--- src/rtl/neuron_scheduler_pkg.sv ---
// neuron_scheduler_pkg
//   Shared types and constants for the time-multiplexed neuron scheduler:
//   FSM state encoding, default geometry, the firing threshold used by the
//   shared neuron datapath, and an index-width helper.
package neuron_scheduler_pkg;

    localparam int NUM_NEURONS_DEF = 4;
    localparam int NUM_SPIKES_DEF  = 8;
    localparam int WBITS_DEF       = 8;
    localparam int THRESHOLD       = 100;

    // Width of an index selecting one of n items (at least 1 bit).
    function automatic int idx_w(input int n);
        return (n > 1) ? $clog2(n) : 1;
    endfunction

    localparam int NRN_IDX_W = idx_w(NUM_NEURONS_DEF);
    localparam int SYN_IDX_W = idx_w(NUM_SPIKES_DEF);

    typedef enum logic [1:0] {
        IDLE = 2'd0,
        EVAL = 2'd1,
        DONE = 2'd2
    } state_e;

    typedef logic [NUM_SPIKES_DEF-1:0][WBITS_DEF-1:0] weight_set_t;

endpackage

--- src/rtl/neuron_weight_bank.sv ---
// neuron_weight_bank
//   NUM_NEURONS x NUM_SPIKES x WBITS weight register file.
//   Ports:
//     clk, rst         - clock, synchronous active-high clear of all weights
//     we               - write one synapse weight (already range-checked)
//     wr_nrn, wr_syn   - write address (neuron, synapse)
//     wr_data          - weight value
//     rd_idx           - neuron whose full weight set is read
//     rd_set           - combinational read data
module neuron_weight_bank
    import neuron_scheduler_pkg::*;
#(
    parameter int NUM_NEURONS = NUM_NEURONS_DEF,
    parameter int NUM_SPIKES  = NUM_SPIKES_DEF,
    parameter int WBITS       = WBITS_DEF
) (
    input  logic                              clk,
    input  logic                              rst,
    input  logic                              we,
    input  logic [idx_w(NUM_NEURONS)-1:0]     wr_nrn,
    input  logic [idx_w(NUM_SPIKES)-1:0]      wr_syn,
    input  logic [WBITS-1:0]                  wr_data,
    input  logic [idx_w(NUM_NEURONS)-1:0]     rd_idx,
    output logic [NUM_SPIKES-1:0][WBITS-1:0]  rd_set
);

    logic [NUM_SPIKES-1:0][WBITS-1:0] bank_q [NUM_NEURONS];

    always_ff @(posedge clk) begin
        if (rst) begin
            for (int n = 0; n < NUM_NEURONS; n++) begin
                bank_q[n] <= '0;
            end
        end else if (we) begin
            bank_q[wr_nrn][wr_syn] <= wr_data;
        end
    end

    assign rd_set = bank_q[rd_idx];

endmodule

--- src/rtl/neuron_scheduler.sv ---
// neuron_scheduler
//   Time-multiplexes one external combinational neuron across NUM_NEURONS
//   logical neurons. A start latches the spike vector, then one neuron weight
//   set is evaluated per cycle; fire bits are collected and the lowest-index
//   firing neuron is reported as winner. With INHIBIT=1 the pass stops at the
//   first neuron that fires.
//   Ports:
//     clk, rst                       - clock, synchronous active-high reset
//     start, spikes_in               - begin a pass, spike vector to latch
//     cfg_we/cfg_nrn/cfg_syn/cfg_wdata - single-synapse weight write (IDLE only)
//     cfg_err                        - one-cycle pulse, write was rejected
//     nrn_spikes_in, nrn_weights     - operands to the shared neuron
//     nrn_spike_out                  - fire result from the shared neuron
//     busy, done                     - evaluating / one-cycle results-valid pulse
//     fired, winner, winner_valid    - results of the last pass
module neuron_scheduler
    import neuron_scheduler_pkg::*;
#(
    parameter int NUM_NEURONS = NUM_NEURONS_DEF,
    parameter int NUM_SPIKES  = NUM_SPIKES_DEF,
    parameter int WBITS       = WBITS_DEF,
    parameter bit INHIBIT     = 1'b0
) (
    input  logic                              clk,
    input  logic                              rst,
    input  logic                              start,
    input  logic [NUM_SPIKES-1:0]             spikes_in,
    input  logic                              cfg_we,
    input  logic [idx_w(NUM_NEURONS)-1:0]     cfg_nrn,
    input  logic [idx_w(NUM_SPIKES)-1:0]      cfg_syn,
    input  logic [WBITS-1:0]                  cfg_wdata,
    output logic                              cfg_err,
    output logic [NUM_SPIKES-1:0]             nrn_spikes_in,
    output logic [NUM_SPIKES-1:0][WBITS-1:0]  nrn_weights,
    input  logic                              nrn_spike_out,
    output logic                              busy,
    output logic                              done,
    output logic [NUM_NEURONS-1:0]            fired,
    output logic [idx_w(NUM_NEURONS)-1:0]     winner,
    output logic                              winner_valid
);

    localparam int NW = idx_w(NUM_NEURONS);
    localparam int SY = idx_w(NUM_SPIKES);
    localparam logic [NW-1:0] LAST_IDX = NW'(NUM_NEURONS - 1);
    // One extra bit so the limit itself is representable for power-of-two sizes.
    localparam logic [NW:0]   NRN_LIM  = (NW+1)'(NUM_NEURONS);
    localparam logic [SY:0]   SYN_LIM  = (SY+1)'(NUM_SPIKES);

    state_e                  state_q, state_d;
    logic [NW-1:0]           idx_q, idx_d;
    logic [NUM_SPIKES-1:0]   spikes_q, spikes_d;
    logic [NUM_NEURONS-1:0]  fired_q, fired_d;
    logic [NW-1:0]           winner_q, winner_d;
    logic                    wv_q, wv_d;
    logic                    err_q, err_d;
    logic                    wr_en;
    logic                    cfg_ok;

    assign cfg_ok = ({1'b0, cfg_nrn} < NRN_LIM) && ({1'b0, cfg_syn} < SYN_LIM);

    neuron_weight_bank #(
        .NUM_NEURONS (NUM_NEURONS),
        .NUM_SPIKES  (NUM_SPIKES),
        .WBITS       (WBITS)
    ) u_bank (
        .clk     (clk),
        .rst     (rst),
        .we      (wr_en),
        .wr_nrn  (cfg_nrn),
        .wr_syn  (cfg_syn),
        .wr_data (cfg_wdata),
        .rd_idx  (idx_q),
        .rd_set  (nrn_weights)
    );

    always_comb begin
        state_d  = state_q;
        idx_d    = idx_q;
        spikes_d = spikes_q;
        fired_d  = fired_q;
        winner_d = winner_q;
        wv_d     = wv_q;
        err_d    = 1'b0;
        wr_en    = 1'b0;

        case (state_q)
            IDLE: begin
                // A write in the same cycle as start lands before the first
                // EVAL edge reads the bank, so the pass sees the new weight.
                wr_en = cfg_we && cfg_ok;
                err_d = cfg_we && !cfg_ok;
                if (start) begin
                    spikes_d = spikes_in;
                    fired_d  = '0;
                    winner_d = '0;
                    wv_d     = 1'b0;
                    idx_d    = '0;
                    state_d  = EVAL;
                end
            end
            EVAL: begin
                err_d          = cfg_we;
                fired_d[idx_q] = nrn_spike_out;
                if (nrn_spike_out && !wv_q) begin
                    winner_d = idx_q;
                    wv_d     = 1'b1;
                end
                if ((idx_q == LAST_IDX) || (INHIBIT && nrn_spike_out)) begin
                    state_d = DONE;
                end else begin
                    idx_d = idx_q + 1'b1;
                end
            end
            DONE: begin
                err_d   = cfg_we;
                idx_d   = '0;
                state_d = IDLE;
            end
            default: begin
                idx_d   = '0;
                state_d = IDLE;
            end
        endcase
    end

    always_ff @(posedge clk) begin
        if (rst) begin
            state_q  <= IDLE;
            idx_q    <= '0;
            spikes_q <= '0;
            fired_q  <= '0;
            winner_q <= '0;
            wv_q     <= 1'b0;
            err_q    <= 1'b0;
        end else begin
            state_q  <= state_d;
            idx_q    <= idx_d;
            spikes_q <= spikes_d;
            fired_q  <= fired_d;
            winner_q <= winner_d;
            wv_q     <= wv_d;
            err_q    <= err_d;
        end
    end

    assign nrn_spikes_in = spikes_q;
    assign busy          = (state_q == EVAL);
    assign done          = (state_q == DONE);
    assign cfg_err       = err_q;
    assign fired         = fired_q;
    assign winner        = winner_q;
    assign winner_valid  = wv_q;

endmodule
--- config.mk ---
export PLATFORM = sky130hd
export DESIGN_NAME = neuron_scheduler
export DESIGN_NICKNAME = d
export VERILOG_FILES = /design/src/rtl/neuron_scheduler_pkg.sv /design/src/rtl/neuron_weight_bank.sv /design/src/rtl/neuron_scheduler.sv
export SDC_FILE = /design/constraint.sdc
export NUM_CORES = 1
export LEC_CHECK = 0
export ABC_AREA = 1
export CORE_MARGIN = 5
export CORE_UTILIZATION = 40
export CTS_CLUSTER_SIZE = 40
export DETAILED_ROUTE_END_ITERATION = 6
export GPL_TIMING_DRIVEN = 0
export PLACE_DENSITY_LB_ADDON = 0.1
export SLEW_MARGIN = 20
export SYNTH_ARGS = -nofsm -noshare
export SYNTH_HDL_FRONTEND = slang
export SYNTH_SLANG_ARGS = --single-unit
--- constraint.sdc ---
create_clock -name clk -period 2.6 [get_ports clk]
set_input_delay 0.26 -clock clk [delete_from_list [all_inputs] [get_ports clk]]
set_output_delay 0.26 -clock clk [all_outputs]
set_load 0.05 [all_outputs]
Word level (Yosys, flattened, before mapping):

Memories as Yosys holds them, arrays and structs flattened. A register that Yosys moved wholly into a read port is not among the register bits.
Cells that the tools add are included.

* register bits after elaboration: 20
* bits in writable memories: 256
* input port bits: 26
* output and inout bits: 82
* logic and storage cells: 64
* memories: 1

Memories
* u_bank.bank_q: depth 4, bits a word 64, rd ports 1, clocked after Yosys merged registers in 1, wr ports 4, RTL line neuron_weight_bank.sv:27 `logic [NUM_SPIKES-1:0][WBITS-1:0] bank_q [NUM_NEURONS];`

* add/sub/neg operators: 1
* magnitude comparators: 4
* equality and inequality tests: 7
* mux-type cells: 29
* bitwise operators: 1
* reduce and logical (&&, ||, !) cells: 14

Operator list (count)
* $mux W64: 3
* $reduce_or A64 Y1: 1
* $demux W8 S3: 1
* $mux W2: 8
* $pmux W2 S2: 3
* $mux W1: 8
* $mux W8: 1
* $pmux W4 S2: 1
* $reduce_and A2 Y1: 4
* $bwmux W4: 1
* $eq A2 B2 Y1 const B: 2
* $lt A3 B4 Y1 const B: 1
* $mux W4: 1
* $ne A2 B1 Y1 const B: 2
* $ne A2 B2 Y1 const B: 2
* $reduce_or A2 Y1: 2
* $ge A3 B1 Y1 const B: 1
* $logic_and A1 B1 Y1: 3
* $lt A2 B3 Y1 const B: 1
* $reduce_and A3 Y1: 1
* $add A2 B1 Y2 const B: 1
* $demux W1 S2: 1
* $eq A2 B1 Y1 const B: 1
* $ge A2 B1 Y1 const B: 1
* other kinds (5): 5

Longest topological paths before layout:

* word-level depth: 7
* gate-level depth with buffers: 9
* depth with buffers taken out: 9

Cells and area by module:

From an unflattened synthesis, not the netlist that was laid out.

* cell total of the unflattened synthesis: 1145
* area total of the unflattened synthesis: 11903.9 µm²

By module, submodules not included
* neuron_weight_bank: times used 1, cells an instance 1006, area an instance 10926.7 µm², sequential area each 7687.4 µm²
* neuron_scheduler: times used 1, cells an instance 139, area an instance 977.2 µm², sequential area each 400.4 µm²

Worst setup path before layout:

Ideal clock, no wire load.

* path kind: reg-to-reg
* from: reg state_q[0]
* to: mem u_bank.bank_q[0][0] (netlist bit) (enable)
* library setup time: 0.384 ns
* arrival time: 1.816 ns
* data required time: 2.216 ns
* setup slack: 0.400 ns
* cell stages (with the launch flop): 7
* path buffers: 0
* period minus slack after synthesis: 2.200 ns
* cell sequence: dfxtp_1 -> inv_1 -> ha_1 -> nand2_4 -> nor2_8 -> nand3_2 -> o21ai_0

RTL lines
* start: declaration: RTL line neuron_scheduler.sv:50 `state_e state_q, state_d;`
* start signal: assignment: RTL line neuron_scheduler.sv:137 `state_q <= state_d;`
* end: declaration: RTL line neuron_weight_bank.sv:27

==> flow_metrics.py <==
metrics = {
    "outcome": {
        "outcome": "completed",
    },
    "global_routing": {
        "grt_usage_pct": 22.2,
        "gr-total-overflow": 0,
        "grt_max_degree": 17,
        "grt_pass1_wl_um": 56100,
        "grt_pass1_vias": 8927,
        "antenna_found_initial": 2,
    },
    "worst_setup_path": {
        "crit_path_start": "state_q[0]",
        "worst-path-stages": 6,
        "crit_path_end_kind": "register",
        "cp_slowest_cell": "o21ai_1",
        "worstPathMaxFanout": 10,
        "r2r_start": "state_q[0]",
        "regToRegSetupSlack_ns": 0.03,
        "critPathTopFamily": "compound AO/OA/AOI/OAI gates",
        "crit_buf_inv": 1,
        "cp-start-kind": "register",
        "worstPathCellList": "inv_1 -> ha_1 -> nand2_4 -> nor2_8 -> nand3_2 -> o21ai_1",
        "critPathMaxStageDelay_ns": 0.81,
        "critPathKind": "reg2reg",
        "cp-endpoint": "u_bank.bank_q[0][10]",
        "r2r-end": "u_bank.bank_q[0][10]",
        "worstPathArrival_ns": 2.75,
        "cp.required_ns": 2.79,
        "r2r_cells": 6,
    },
    "cells_and_area": {
        "multiInputGateArea_um2": 3540,
        "stdcell_count": 1630,
        "num-nets-final": 1246,
        "fillCellCount": 2813,
        "finalInstanceArea_um2": 14600,
        "antenna_cells": 0,
        "area_growth_pct": 19.7,
        "final_core_utilization_pct": 48.2,
        "drive_gt1_share_pct": 20.7,
        "regArea_um2": 8130,
    },
    "clock_network": {
        "path_clk_slew_ns": 0.06,
        "htreeDepth": 1,
        "clock-sinks": 278,
        "cts_tree": "done",
        "cts_max_path_buffers": 3,
        "cts_made_buffers": 31,
        "clk_latency_ns": 0.57,
        "root_buffer": "clkbuf_16",
    },
    "placement": {
        "gp_congestion": 0.816,
        "dpl.hpwl_um": 25200,
        "place_area_um2": 13800,
        "place.port_buffers": 106,
        "dp_slack_ns": -0.405,
        "dp_cells": 1579,
    },
    "detailed_routing": {
        "routed_wl_um": 38200,
        "ant_nets": 0,
        "dr_total_vias": 8993,
        "viasPerCell": 5.52,
        "dr.first_iter.drc_count": 767,
        "post_drt_wl_per_cell_um": 23.4,
        "drcViolationCount": 0,
        "dr.pass1.iters": 7,
    },
    "sta": {
        "fin_worst_skew_ns": 0.00966,
        "final.period_utilization_pct": 98.7,
        "relSlewSlack_pct": 41.1,
        "tns_ns": 0,
        "hold_ws_ns": 0.324,
        "rsz0062_at_grt": "true",
        "fmax_mhz": 390,
        "period_minus_slack_ns": 2.57,
        "setup_viol": 0,
        "worst_slew_pin_slew_ns": 0.878,
        "slew_viol_final": 0,
        "hold_viol_final": 0,
        "fin_ws_ns": 0.0342,
    },
    "logic_synthesis": {
        "ys_top_cells_by_count": "edfxtp_1, nor2_1, o21ai_0",
        "yosysWarnings": 0,
        "synth_area_leaders": "edfxtp_1, nor2_1, o21ai_0",
        "syn_area_per_cell_um2": 11.3,
        "synth_edf_count": 256,
        "yosysSeqAreaShare_pct": 66.5,
        "synth_top_area_share_pct": 62.9,
        "syn-num-nets": 1111,
        "synth_area_leader_cell": "edfxtp_1",
        "synthCells": 1077,
        "syn_area_um2": 12200,
        "synth_cell_types": 27,
        "async_flop_share_pct": 0,
        "synth_top_flop_cell": "edfxtp_1",
        "ys_ff_latch": 278,
        "yosysMostFrequentCell": "edfxtp_1",
    },
    "pwr": {
        "power.static_leakage_nw": 5.32,
        "finalPower_mw": 11.6,
        "powerDensity_nw_per_um2": 796,
        "ir_drop_mv": 0.490,
    },
    "die": {
        "start_util_pct": 40.3,
        "std_cell_rows": 64,
        "fp.dieH_um": 185,
        "dieWidth_um": 185,
        "fp.coreArea_um2": 30300,
        "top_level_ports": 108,
        "fp.dieArea_um2": 34100,
    },
    "worst_hold_path": {
        "hold_class": "in2reg",
    },
    "job": {
        "cap_violations": 0,
    },
}
==> flip-flops by register name (all words and copies together) (netlist names), named ones only <==
name and flops:
winner 2, cfg_err 1, state_q 2, winner_valid 1, fired 4, u_bank.bank_q 256
idx_q 2, nrn_spikes_in 8
==> where the power goes <==
group	internal [mW]	total [mW]	switching [mW]	leakage [nW]
sequential	5.17	5.25	0.0821	2.82
clock	2.37	4.11	1.74	0.451
combinational	0.542	2.28	1.74	2.05
total	8.08	11.6	3.56	5.32
==> placed cells by master (no fill, tap or decap), drive strengths merged <==
master | netlist | final
a21boi | 1 | 1
a21oi | 11 | 11
buf | 38 | 102
bufinv | 0 | 2
clkbuf | 49 | 85
clkdlybuf4s50 | 0 | 42
clkinv | 1 | 11
clkinvlp | 0 | 3
dfxtp | 22 | 22
dlygate4sd3 | 0 | 1
edfxtp | 256 | 256
ha | 8 | 8
inv | 31 | 30
nand2 | 73 | 73
nand3 | 12 | 12
nor2 | 235 | 235
nor2b | 1 | 1
nor3 | 120 | 120
o21a | 1 | 1
o21ai | 154 | 154
o22ai | 64 | 64
==> area by class of cell <==
type / count / share of cell area [%]
Buffer: 79 / 3.89
Clock buffer: 41 / 5.56
Clock inverter: 14 / 0.778
Inverter: 32 / 0.898
Multi-Input combinational cell: 680 / 24.2
Sequential cell: 278 / 55.6
Tap cell: 396 / 3.39
Timing Repair Buffer: 110 / 5.71
==> how the worst min path moves through the flow <==
stage                       end  cells past startpoint  slack, ns    startpoint
2_1_floorplan           cfg_err                      2       0.38        cfg_we
3_3_place_gp          winner[0]                      2       0.45     winner[0]
3_5_place_dp          winner[0]                      2       0.45     winner[0]
4_1_cts        nrn_spikes_in[2]                      3       0.31  spikes_in[2]
5_1_grt        nrn_spikes_in[0]                      3       0.34  spikes_in[0]
6_report       nrn_spikes_in[2]                      3       0.32  spikes_in[2]
==> routing by layer <==
metal | global-route usage, % | up-vias | wire, um
met3 | 4.24 | 72 | 2740
li1 | - | 4136 | -
met4 | 6.75 | 4 | 1160
met5 | 0 | - | 24
met2 | 36.1 | 344 | 18000
met1 | 30.5 | 4437 | 16300
==> cell families after synthesis <==
group / count (synthesis) / share of synthesized area [%]
flip-flops: 278 / 66.5
buffers and inverters: 119 / 5.25
AO/OA/AOI/OAI: 231 / 10.2
adder cells (fa/ha/maj): 8 / 0.819
AND/OR/NAND/NOR: 441 / 17.2
==> worst register-to-register path: stages, from the launching register on <==
cell     delay [ns]
dfxtp_1        0.31
inv_1          0.12
ha_1           0.30
nand2_4        0.11
nor2_8         0.21
nand3_2        0.33
o21ai_1        0.81
==> timing repair <==
item                       CTS  global route
setup buffers                3             0
cloned                       0             0
setup endpoints to repair  167           293
hold buffers                 1             0
pin swaps                    0             1
hold endpoints to repair     5             0
resized for setup          379            59
Note: power is estimated with default switching activity, not from simulation.
